**config.mk**
```make
export PLATFORM = sky130hd
export DESIGN_NAME = otf_sd_converter
export DESIGN_NICKNAME = d
export VERILOG_FILES = /design/src/rtl/otf_sd_converter.sv
export SDC_FILE = /design/constraint.sdc
export NUM_CORES = 1
export LEC_CHECK = 0
export CAP_MARGIN = 20
export CORE_UTILIZATION = 50
export DETAILED_ROUTE_END_ITERATION = 7
export PLACE_DENSITY = 0.77
export SYNTH_ARGS = -nofsm -noshare
export SYNTH_HDL_FRONTEND = slang
export SYNTH_SLANG_ARGS = --single-unit
```
**constraint.sdc**
```tcl
create_clock -name clk -period 3.45 [get_ports clk]
set_clock_uncertainty 0.1 [all_clocks]
set_input_delay 0.69 -clock clk [delete_from_list [all_inputs] [get_ports clk]]
set_output_delay 0.69 -clock clk [all_outputs]
set_load 0.01 [all_outputs]
```
**src/rtl/otf_sd_converter.sv**
```systemverilog
// Radix-4 on-the-fly signed-digit to conventional converter.
// Q holds the exact prefix; QM holds the prefix minus one unit in the last written slot.
module otf_sd_converter #(
  parameter int no_of_digits = 4,
  parameter int radix_bits   = 3,
  parameter int radix        = 4
) (
  input  logic                                   clk,
  input  logic                                   reset,
  input  logic [radix_bits-1:0]                  q,
  input  logic                                   q_valid,
  input  logic                                   neg,
  output logic [no_of_digits*radix_bits-1:0]     Q,
  output logic [no_of_digits*radix_bits-1:0]     QM,
  output logic [$clog2(no_of_digits+1)-1:0]      count,
  output logic                                   done
);

  localparam int W  = no_of_digits * radix_bits;
  localparam int CW = $clog2(no_of_digits + 1);
  localparam logic [radix_bits-1:0] ONE_V    = radix_bits'(1);
  localparam logic [radix_bits-1:0] RADIX_V  = radix_bits'(radix);
  localparam logic [radix_bits-1:0] RADIXM_V = radix_bits'(radix - 1);

  logic [W-1:0]            qv_q, qv_d, qmv_q, qmv_d;
  logic [CW-1:0]           cnt_q, cnt_d;
  logic                    done_q, done_d;
  logic signed [radix_bits-1:0] d_eff;
  logic [radix_bits-1:0]   d_u, q_dig, qm_dig;
  logic                    d_neg, d_pos, accept;
  int                      off;

  always_comb begin
    d_eff  = neg ? -$signed(q) : $signed(q);
    d_u    = $unsigned(d_eff);
    d_neg  = d_eff[radix_bits-1];
    d_pos  = !d_neg && (d_eff != '0);
    accept = q_valid && !done_q;
    qv_d   = qv_q;
    qmv_d  = qmv_q;
    cnt_d  = cnt_q;
    done_d = done_q;
    q_dig  = '0;
    qm_dig = '0;
    off    = 0;
    if (accept) begin
      off = (no_of_digits - 1 - int'(cnt_q)) * radix_bits;
      if (cnt_q == '0) begin
        qv_d   = '0;
        qmv_d  = '0;
        q_dig  = d_u;
        qm_dig = d_u - ONE_V;
      end else begin
        // Choose which register supplies the prefix, then append the corrected digit.
        qv_d   = d_neg ? qmv_q : qv_q;
        q_dig  = d_neg ? d_u + RADIX_V : d_u;
        qmv_d  = d_pos ? qv_q : qmv_q;
        qm_dig = d_pos ? d_u - ONE_V : d_u + RADIXM_V;
      end
      qv_d[off +: radix_bits]  = q_dig;
      qmv_d[off +: radix_bits] = qm_dig;
      cnt_d  = cnt_q + CW'(1);
      done_d = (cnt_d == CW'(no_of_digits));
    end
  end

  always_ff @(posedge clk) begin
    if (!reset) begin
      qv_q   <= '0;
      qmv_q  <= '0;
      cnt_q  <= '0;
      done_q <= 1'b0;
    end else begin
      qv_q   <= qv_d;
      qmv_q  <= qmv_d;
      cnt_q  <= cnt_d;
      done_q <= done_d;
    end
  end

  assign Q     = qv_q;
  assign QM    = qmv_q;
  assign count = cnt_q;
  assign done  = done_q;

endmodule

```
==> impl_metrics.ini <==
[outcome]
outcome = complete, no violations

[worst_setup_path]
cp.arrival_ps = 3320
path_class = flop to flop
end_kind = flop
cp_max_fo = 6
required_ps = 3550
crit_path_start_kind = flop

[clocking]
cts_buffer_depth = 2
cts.clk_slew.worst_paths_ps = 110
post_cts_buffers = 0
clock_sinks = 28
cts_buffers = 3
holdBufCountCts = 0
cts_tree = built
root_buffer = clkbuf_8
clock_latency_ps = 290
cts.htree.levels = 1
cts_resized = 0

[floorplanning]
die-height_um = 71.84
io_pins = 35
dieArea_mm2 = 0.005160
fp.dieW_um = 71.84
core_mm2 = 0.004692
start_util = 0.5197
fp-row-count = 25

[timing]
timing.fmax_mhz = 310.9
hold_viol = 0
period_share = 0.9324
setup_viol = 0
min_period_ps = 3217
rsz0062_at_grt = false
relSlewSlack = 0.5538
worstMarginPinSlew_ps = 669.3
maxSlewViolCount = 0
fin_tns_setup_ps = 0

[placement]
dp_hpwl_um = 5901
gp_congestion = 0.9834
port_buffers = 34
dp_cells = 428

[yosys]
syn_inst = 346
ys_seq_elements = 28
syn-cell-area_mm2 = 0.002439
ys.flop_type = dfxtp_1
async_flop_share = 0
synth_cell_types = 57
synth-edff-count = 0
syn-num-nets = 363
synth.avg_cell_area_um2 = 7.048
yosys_warnings = 0
yosysSeqAreaShare = 0.2299

[finish]
finish.net_count = 396
diodes = 0
drive_above_1_share = 0.1032
instances_no_fill = 432
syn2layout_area_growth_pct = 21.40
num-fill-cells = 454

[drt]
via_count = 2848
drt_iter0_drc = 243
routed_wl_um = 8007
first_pass_iters = 5
postRouteAntennaNets = 0
drc = 0
via_per_inst = 6.593
wl_per_cell_um = 18.53

[power]
vdd_drop_max_mv = 0.1962
pwr_density_cell_mw_per_mm2 = 421.6
switchingPower_mw = 0.4977
power_leakage_nw = 1.088
clkPwrFrac = 0.221
p_int_mw = 0.7505
comb_power_share = 0.473
p_seq_frac = 0.306
netSwitchingFraction = 0.3987

[run]
max_cap_viol_count = 0

[grt]
grt_pass1_wl_um = 12880
grt_max_degree = 35
grt_remaining_overflow = 0
grt_usage = 0.3190
antenna_found_initial = 0
grt_pass1_vias = 2547

[worst_hold_path]
worstHoldPathType = flop to flop
==> cell usage after synthesis (3+ instances only) <==
| cell | n | share of area |
|---|---|---|
| a211oi_1 | 3 | 0.0092 |
| a21oi_1 | 26 | 0.053 |
| a221oi_1 | 4 | 0.014 |
| a31oi_1 | 16 | 0.041 |
| and2_1 | 4 | 0.010 |
| buf_2 | 7 | 0.014 |
| buf_4 | 3 | 0.0092 |
| clkbuf_1 | 18 | 0.028 |
| dfxtp_1 | 28 | 0.23 |
| ha_1 | 10 | 0.051 |
| inv_1 | 12 | 0.018 |
| nand2_1 | 25 | 0.038 |
| nand2b_1 | 6 | 0.015 |
| nand3_1 | 14 | 0.029 |
| nand4_1 | 4 | 0.010 |
| nor2_1 | 37 | 0.057 |
| nor2b_1 | 6 | 0.015 |
| nor3_1 | 10 | 0.021 |
| nor4_1 | 4 | 0.010 |
| o21a_1 | 3 | 0.0092 |
| o21ai_0 | 39 | 0.080 |
| o221a_2 | 3 | 0.014 |
| o22ai_1 | 4 | 0.010 |
| o311a_1 | 3 | 0.012 |
| o31ai_1 | 4 | 0.012 |
| or3_1 | 3 | 0.0077 |
| xnor2_1 | 7 | 0.025 |
==> worst max-delay path: stages (launching register included) <==
cell	delay, ps
dfxtp_1	450
inv_1	170
ha_1	260
nand2b_1	200
nand2b_1	110
ha_1	140
inv_1	40
ha_1	330
nor2b_1	170
nand2_1	180
or3_1	420
or2_2	320
a221oi_1	250
==> power by group through the flow <==
stage,clock network [mW],logic (mW),registers [mW]
5_1_grt,0.291,0.637,0.387
3_5_place_dp,0,0.577,0.388
6_report,0.276,0.590,0.382
4_1_cts,0.277,0.580,0.382
3_3_place_gp,0,0.572,0.388
2_1_floorplan,0,0.361,0.399
==> layout by cell type (no fill, tap or decap), types with 3 or more instances in the layout <==
master           count
a31oi_1             16
o21a_1               3
nor3_1              10
nand4_1              4
buf_4               22
and2_1               4
a211oi_1             3
o22ai_1              4
o221a_2              3
nand2_1             25
nand2b_1             6
nor4_1               4
nor2_1              37
o311a_1              3
a221oi_1             4
o31ai_1              4
nand3_1             14
inv_1               12
ha_1                10
o21ai_0             39
xnor2_1              7
or3_1                3
dfxtp_1             28
clkdlybuf4s50_1     34
nor2b_1              5
a21oi_1             26
clkbuf_8             3
==> final cells by class <==
class / instances / area [µm²] / share of cell area
multi-input cells: 277 / 1707 / 0.5765
clock inverters: 1 / 30.03 / 0.01014
well taps: 54 / 67.56 / 0.02282
flip-flops and latches: 28 / 560.5 / 0.1893
repair buffers: 56 / 505.5 / 0.1708
clock buffers: 3 / 41.29 / 0.01395
inverters: 13 / 48.80 / 0.01648
==> final timing paths <==
path	endpoint	slack, ps	cells after the start	startpoint
setup / recovery	QM[6]	230	12	count[0]
hold / removal	Q[4]	420	2	Q[4]
setup reg to reg	QM[6]	230	12	count[0]
hold reg to reg	Q[4]	420	2	Q[4]
==> flip-flops by register name (all words and copies together) (netlist names) <==
register	count
QM	12
Q	12
count	3
done	1
==> cell families (layout without fill, tap and decap cells) <==
group,after synthesis,in the layout,synth area share
flops,28,28,0.2299
mux,4,4,0.01847
fa+ha+maj,10,10,0.05131
simple gates,124,124,0.2473
buf+inv,41,73,0.07131
xor+xnor,9,9,0.03541
compound gates,130,130,0.3463
==> stage by stage <==
stage	hold slack [ps]	util	area (µm²)	power [mW]	setup WS, ps
after floorplan	408.4	-	2439	0.7604	20.49
after CTS	413.9	0.6309	2960	1.238	241.9
final	416.2	0.6309	2960	1.248	233.3
after global placement	386.7	0.6157	2889	0.9597	241.9
after detailed placement	392.8	0.6157	2889	0.9658	255.3
after global routing	428.3	0.6309	2960	1.315	0.7414
==> layer usage <==
layer  share of wire  GRT usage
met3           0.070    0.05063
met5               0          0
met2            0.45     0.5084
met4           0.035     0.1373
met1            0.45     0.4262
Note: power is estimated with default switching activity, not from simulation.
